===== config.mk =====
export PLATFORM = sky130hd
export DESIGN_NAME = noc_flit_packetizer
export DESIGN_NICKNAME = d
export VERILOG_FILES = /design/src/rtl/noc_pkg.sv /design/src/rtl/noc_tag_unit.sv /design/src/rtl/noc_flit_packetizer.sv
export SDC_FILE = /design/constraint.sdc
export NUM_CORES = 1
export LEC_CHECK = 0
export ABC_AREA = 1
export CORE_MARGIN = 2
export CORE_UTILIZATION = 47
export DETAILED_ROUTE_END_ITERATION = 12
export PLACE_DENSITY = 0.77
export SETUP_SLACK_MARGIN = 0.4
export SLEW_MARGIN = 10
export SYNTH_ARGS = -nofsm -noshare
export SYNTH_HDL_FRONTEND = slang
export SYNTH_SLANG_ARGS = --single-unit

===== constraint.sdc =====
create_clock -name clock -period 3.3 [get_ports clock]
set_input_delay 0.66 -clock clock [delete_from_list [all_inputs] [get_ports clock]]
set_output_delay 0.66 -clock clock [all_outputs]
set_load 0.02 [all_outputs]

===== src/rtl/noc_pkg.sv =====
// rtl/noc_pkg.sv - shared NoC flit types, header layout and packet FSM encoding
package noc_pkg;

    localparam int FLIT_W = 34;

    typedef enum logic [1:0] {
        FLIT_BODY = 2'b00,
        FLIT_HEAD = 2'b01,
        FLIT_TAIL = 2'b10
    } flit_type_e;

    localparam int HDR_DEST_LSB = 24;
    localparam int HDR_SRC_LSB  = 16;
    localparam int HDR_LEN_LSB  = 12;
    localparam int HDR_SEQ_LSB  = 0;
    localparam int SEQ_W        = 12;

    typedef enum logic [1:0] {
        ST_IDLE = 2'b00,
        ST_HEAD = 2'b01,
        ST_BODY = 2'b10,
        ST_TAIL = 2'b11
    } pkt_state_e;

endpackage


===== src/rtl/noc_tag_unit.sv =====
// rtl/noc_tag_unit.sv - keyed rotate-xor integrity tag accumulator
module noc_tag_unit #(
    parameter int W = 32
) (
    input  logic         clock,
    input  logic         reset,
    input  logic         load_seed,
    input  logic         accumulate,
    input  logic [W-1:0] word,
    input  logic [W-1:0] key,
    output logic [W-1:0] tag
);

    logic [W-1:0] tag_q;
    logic [W-1:0] tag_d;

    always_comb begin
        tag_d = tag_q;
        if (load_seed) begin
            tag_d = key;
        end else if (accumulate) begin
            tag_d = {tag_q[W-2:0], tag_q[W-1]} ^ word ^ key;
        end
    end

    always_ff @(posedge clock or posedge reset) begin
        if (reset) begin
            tag_q <= '0;
        end else begin
            tag_q <= tag_d;
        end
    end

    assign tag = tag_q;

endmodule


===== src/rtl/noc_flit_packetizer.sv =====
// rtl/noc_flit_packetizer.sv - wraps FIFO words into HEAD/BODY/TAIL flit packets
module noc_flit_packetizer
    import noc_pkg::*;
#(
    parameter int fifo_width = 32,
    parameter int len_bits   = 4,
    parameter int id_bits    = 8
) (
    input  logic                  clock,
    input  logic                  reset,
    input  logic [fifo_width-1:0] fifo_data,
    input  logic                  fifo_valid,
    output logic                  fifo_deq,
    input  logic [id_bits-1:0]    dest_id,
    input  logic [id_bits-1:0]    src_id,
    input  logic [len_bits-1:0]   pkt_len,
    input  logic [fifo_width-1:0] key,
    output logic [fifo_width+1:0] flit_out,
    output logic                  flit_valid,
    input  logic                  flit_ready,
    output logic                  busy
);

    pkt_state_e            state_q, state_d;
    logic [id_bits-1:0]    dest_q, src_q;
    logic [len_bits-1:0]   len_q, cnt_q, cnt_d;
    logic [fifo_width-1:0] key_q;
    logic [SEQ_W-1:0]      seq_q, seq_d;
    logic                  cfg_load;
    logic                  load_seed;
    logic                  accumulate;
    logic [fifo_width-1:0] tag;
    logic [fifo_width-1:0] tag_key;
    logic [fifo_width-1:0] header;

    // The seed comes straight from the key input in the cycle it is latched.
    assign tag_key = (state_q == ST_IDLE) ? key : key_q;

    noc_tag_unit #(.W(fifo_width)) u_tag (
        .clock      (clock),
        .reset      (reset),
        .load_seed  (load_seed),
        .accumulate (accumulate),
        .word       (fifo_data),
        .key        (tag_key),
        .tag        (tag)
    );

    always_comb begin
        header = '0;
        header[HDR_DEST_LSB +: id_bits] = dest_q;
        header[HDR_SRC_LSB  +: id_bits] = src_q;
        header[HDR_LEN_LSB  +: len_bits] = len_q;
        header[HDR_SEQ_LSB  +: SEQ_W]   = seq_q;
    end

    always_comb begin
        state_d    = state_q;
        cnt_d      = cnt_q;
        seq_d      = seq_q;
        cfg_load   = 1'b0;
        load_seed  = 1'b0;
        accumulate = 1'b0;
        fifo_deq   = 1'b0;
        flit_valid = 1'b0;
        flit_out   = '0;
        case (state_q)
            ST_IDLE: begin
                if (fifo_valid) begin
                    cfg_load  = 1'b1;
                    load_seed = 1'b1;
                    cnt_d     = '0;
                    state_d   = ST_HEAD;
                end
            end
            ST_HEAD: begin
                flit_valid = 1'b1;
                flit_out   = {FLIT_HEAD, header};
                if (flit_ready) begin
                    state_d = ST_BODY;
                end
            end
            ST_BODY: begin
                // A FIFO underrun simply stalls here; nothing is padded.
                flit_valid = fifo_valid;
                flit_out   = {FLIT_BODY, fifo_data};
                fifo_deq   = fifo_valid && flit_ready;
                if (fifo_deq) begin
                    accumulate = 1'b1;
                    cnt_d      = cnt_q + len_bits'(1);
                    if (cnt_q == len_q - len_bits'(1)) begin
                        state_d = ST_TAIL;
                    end
                end
            end
            ST_TAIL: begin
                flit_valid = 1'b1;
                flit_out   = {FLIT_TAIL, tag};
                if (flit_ready) begin
                    seq_d   = seq_q + SEQ_W'(1);
                    state_d = ST_IDLE;
                end
            end
            default: state_d = ST_IDLE;
        endcase
    end

    always_ff @(posedge clock or posedge reset) begin
        if (reset) begin
            state_q <= ST_IDLE;
            cnt_q   <= '0;
            seq_q   <= '0;
            dest_q  <= '0;
            src_q   <= '0;
            len_q   <= '0;
            key_q   <= '0;
        end else begin
            state_q <= state_d;
            cnt_q   <= cnt_d;
            seq_q   <= seq_d;
            if (cfg_load) begin
                dest_q <= dest_id;
                src_q  <= src_id;
                len_q  <= pkt_len;
                key_q  <= key;
            end
        end
    end

    assign busy = (state_q != ST_IDLE);

endmodule


* Word-level counts from Yosys, hierarchy flattened
Index checks and enable logic that the tools add are counted.
** Storage, ports and cells
- Bits in registers :: 102
- Input bits :: 88
- Output and inout port bits :: 37
- Word-level logic and storage cells :: 50
** Cells by class
- Add/subtract/negate cells :: 3
- Eq/ne operators :: 9
- Muxes and demuxes :: 19
- Bitwise operators :: 2
- Reduce and logical (&&, ||, !) cells :: 9
** Operators by type and width (number)
- case mux 34 bit (3 select lines) :: 1
- 2-to-1 mux 32 bit :: 3
- bitwise XOR 32 bit :: 2
- adder 12 x 1 -> 12 bit, second input constant :: 1
- 2-to-1 mux 2 bit :: 5
- inequality test 2 bit, second input constant :: 5
- 2-to-1 mux 4 bit :: 2
- case mux 2 bit (4 select lines) :: 1
- case mux 4 bit (2 select lines) :: 1
- nonzero test 2 bit :: 3
- 2-to-1 mux 1 bit :: 5
- AND reduction 5 bit :: 1
- adder 4 x 1 -> 4 bit, second input constant :: 1
- == test 2 bit, second input constant :: 2
- == test 4 bit :: 1
- subtractor 4 x 1 -> 4 bit, second input constant :: 1
- AND reduction 3 bit :: 1
- == test 2 x 1 -> 1 bit, second input constant :: 1
- logical NOT 2 bit :: 1
- case mux 1 bit (2 select lines) :: 1
- AND reduction 2 bit :: 1
- OR reduction 2 bit :: 1
- logical AND 1 bit :: 1

* Depth between registers and ports, before layout
Gate-level depths: netlist of the first run.
- Depth after elaboration :: 5
- Gate-level depth with buffers :: 12
- Mapped depth without buffers :: 12

* By module
Synthesis of the first run repeated with hierarchy kept, for this count alone.
** Unflattened totals
- Cell total of the unflattened synthesis :: 1029
- Area total of the unflattened synthesis :: 6615.1 µm²
** By module, submodules not included
- noc_flit_packetizer :: instances 1, cells an instance 629, area each 4202.8 µm², sequential area each 1751.7 µm²
- noc_tag_unit :: instances 1, cells an instance 400, area each 2412.3 µm², sequential area each 800.8 µm²

* Worst setup path after synthesis of the first run
No wires, ideal clock.
- Path kind :: register to output
- Start point :: register state_q[0]
- End point :: output port flit_out[16]
- Arrival :: 1.607 ns
- Slack :: 1.033 ns
- Stages on the path, launching flop included :: 8
- Path buffers :: 2
- Cell sequence :: dfrtp_1 -> inv_1 -> ha_1 -> inv_2 -> buf_2 -> buf_1 -> nand2_1 -> inv_1
** On the way
- Longest elaborated chain between the ends :: 2
** RTL lines
- start, declared :: line noc_flit_packetizer.sv:24 : pkt_state_e state_q, state_d;
- start signal, assigned :: line noc_flit_packetizer.sv:118 : state_q <= state_d;
- == test 2 bit or == test 2 x 1 -> 1 bit (tied branches) :: line noc_flit_packetizer.sv:67 : case (state_q)
- case mux 34 bit (3 select lines) * :: line noc_flit_packetizer.sv:67
- end, declared :: line noc_flit_packetizer.sv:18 : output logic [fifo_width+1:0] flit_out,
Every way passes the cells marked *; elsewhere a longest branch is shown, timed or not.

* Final worst setup path of the first run
- Start point :: register state_q[0]
- End point :: output port flit_out[27]
Same word-level chain as after synthesis.

==> results of run 1 <==
## through the flow
stage | worst slack (ns) | power [mW]
floorplan | 1.03 | 4.81
global placement | 0.563 | 6.02
detailed placement | 0.563 | 6.10
CTS | 0.205 | 7.52
global route | 0.309 | 8.15
finish | 0.436 | 7.53
## per-layer routing
layer  vias to the layer above  share of wire [%]
li1                       2985                  -
met1                      2815                 45
met2                       189                 47
met3                        26                6.1
met4                         0                1.9
met5                         -                  0
## worst register-to-register path, cell delays in order, from the launching register on
cell       delay, ns
dfrtp_1         0.42
inv_1           0.09
ha_1            0.33
inv_2           0.13
buf_4           0.16
bufbuf_16       0.29
or2_1           0.23
nand3_1         0.08
nand3_1         0.06
o211ai_1        0.20
## cells by family (layout without fill, tap and decap cells)
| family | count (synthesis) | after routing | synth area share [%] |
|---|---|---|---|
| simple gates | 445 | 445 | 31.5 |
| buf+inv | 138 | 258 | 8.67 |
| compound gates | 116 | 116 | 11.0 |
| flops | 102 | 102 | 40.8 |
| xor+xnor | 46 | 46 | 6.45 |
| fa+ha+maj | 7 | 7 | 1.40 |
| mux | 1 | 1 | 0.180 |
## final timing paths
check	start	to	slack, ns	cells past startpoint
worst max-delay path	state_q[0]$_DFFE_PP0P_	flit_out[27]	0.44	7
worst min-delay path	seq_q[10]$_DFFE_PP0P_	seq_q[10]$_DFFE_PP0P_	0.47	1
worst max register to register	state_q[0]$_DFFE_PP0P_	u_tag.tag[21]$_DFFE_PP0P_	1.21	9
worst min register to register	seq_q[10]$_DFFE_PP0P_	seq_q[10]$_DFFE_PP0P_	0.47	1
max in group asynchronous	reset	key_q[21]$_DFFE_PP0P_	2.05	3
min in group asynchronous	reset	key_q[1]$_DFFE_PP0P_	0.78	3
## layout by cell type, fill, tap and decap left out, types with 31 or more instances in the layout
cell type          n
a21oi_1           35
o21ai_0           34
inv_1             89
clkdlybuf4s50_1   98
o211ai_1          41
or2_1             31
xor2_1            43
nand3_1          124
nand2_1          272
dfrtp_1          102
## Yosys cell counts, types with 2 or more instances
library cell  count  area share [%]
o211ai_1         41             4.9
buf_1             5            0.30
nor2_1            5            0.30
nand3_1         124             9.9
nor3_1            2            0.16
xnor2_1           3            0.42
or2_2             2            0.20
or2_1            31             3.1
buf_2            10            0.80
nor2_4            2            0.36
inv_1            91             5.5
o21ai_1           3            0.24
buf_4             3            0.36
dfrtp_1         102              41
xor2_1           43             6.0
ha_1              7             1.4
clkbuf_1         26             1.6
nand2_1         273              16
inv_2             3            0.18
a21oi_1          35             2.8
o21ai_0          34             2.7
## report_power, final
group | switching [mW] | internal (mW) | leakage, nW
combinational | 2.41 | 1.73 | 2.89
clock | 0.489 | 0.744 | 0.162
sequential | 0.354 | 1.80 | 1.27
## sequential cells by signal, summed over array words and instances, names as in the netlist
name / flops
state_q: 2
u_tag.tag: 32
len_q: 4
dest_q: 8
key_q: 32
cnt_q: 4
seq_q: 12
src_q: 8
## area by class of cell
type	instances	area (µm²)
Fill cell	1162	4900
Inverter	94	360
Clock buffer	9	225
Clock inverter	7	123
Timing Repair inverter	1	7.51
Timing Repair Buffer	147	1590
Sequential cell	102	2550
Multi-Input combinational cell	615	3160
Tap cell	176	220
## timing repair
item,in CTS,in global routing
cloned,2,1
setup endpoints to repair,33,31
gates resized for setup,2,30
buffers inserted,2,4
==> run metrics, run 1 <==
Async SR Flop Fraction 100%; final wirelength 16.7 mm; Hold Buf Count CTS 0; Non-Filler Instances 1151; CP Class register to primary output; Max Clk Rate 349 MHz; 1st-pass router iterations 7; CTS tree done; Max clock buf depth 2; Top FF cell, synth dfrtp_1; Final Hold Fails 0; Post-synth EDFFs 0; clk sink count 102; ratio of cells with drive above 1 in the final layout 5.74%; I/O pin count 125; crit-path cells inv_1, ha_1, inv_2, buf_12, nand2_1, inv_1, clkdlybuf4s50_1; fin area 8230 µm²; dpl hpwl 10.9 mm; Mapped Area 6250 µm²; Mapped Cells 855; Worst Clk Skew 0.00828 ns; Power Density 914 nW/µm²; Rel. slew slack 61.0%; Skew-Pair Late Insertion Delay 0.35 ns; Area Overhead vs Synth 31.7%; Slew Viols, Final 0; Ys Warns 0; Core Util, Final 62.7%; hold crit path type register to register; crit path time final 2.86 ns; met1 GRT Util 32.4%; met3 GRT Util 4.31%; I/O Buffers 124; delay-heaviest family, CP buffers and inverters; outcome completed; row count 42; Critical Path Sink Type primary output; Worst-path clk slew 0.07 ns; Initial DRC Count 504; Net Count, Synth 950; antenna fix cells 0; RSZ-0062 raised after global routing true; wire length per cell 14.5 µm; first-pass GRT wire length 27.8 mm; CTS Buf Count 9; CTS Root Cell clkbuf_16; register area share after synthesis 40.8%; Overall Global Routing Usage 24.4%; die height 119 µm; via count 6015; routability cong. 0.832; Inst Count DP 1126; starting density of the core 47.6%; GR Util met2 39.9%; Buf+Inv Stages, Crit Path 5; Leak 4.32 nW; Critical Path Most Common Cell inv_1; Crit Path Max Fanout 24; Worst-Margin Slew 0.585 ns; vias in the first global route 5780; VDD IR max 0.000367 V; post-route ant nets 0; Yosys cell types 31; gr busiest metal met2; Setup TNS Final 0 ns; gr ovfl total 0; Slowest cell on crit path clkdlybuf4s50_1; CP Data Required Time 2.64 ns; Max-cap violations 0; Final Setup Violations 0; syn_area_per_cell 7.31 µm²; initial antenna violation count 0; DRC 0; Critical Path Start Type register; htree depth 3; die area 14200 µm²; crit path DAT 2.20 ns; nets 1065; dpl cell area 7690 µm²; register bit total from synthesis 102; die width 119 µm; pin count of the biggest net entering global routing 103; Avg Vias per Cell 5.23; Core ar. 13100 µm²; CP max stage delay 0.59 ns; share of the clock period used by the worst path after layout 86.8%; Fin Hold WS 0.470 ns
Power figures use the tool's default switching activity.
==> run 2, diff against run 1 <==
--- a/config.mk
+++ b/config.mk
@@ -9,6 +9,7 @@
 export CORE_MARGIN = 2
 export CORE_UTILIZATION = 47
 export DETAILED_ROUTE_END_ITERATION = 12
+export HOLD_SLACK_MARGIN = 0.02
 export PLACE_DENSITY = 0.77
 export SETUP_SLACK_MARGIN = 0.4
 export SLEW_MARGIN = 10
==> results of run 2 <==
No change in the layout: final DEF, timing and power equal those of run 1.
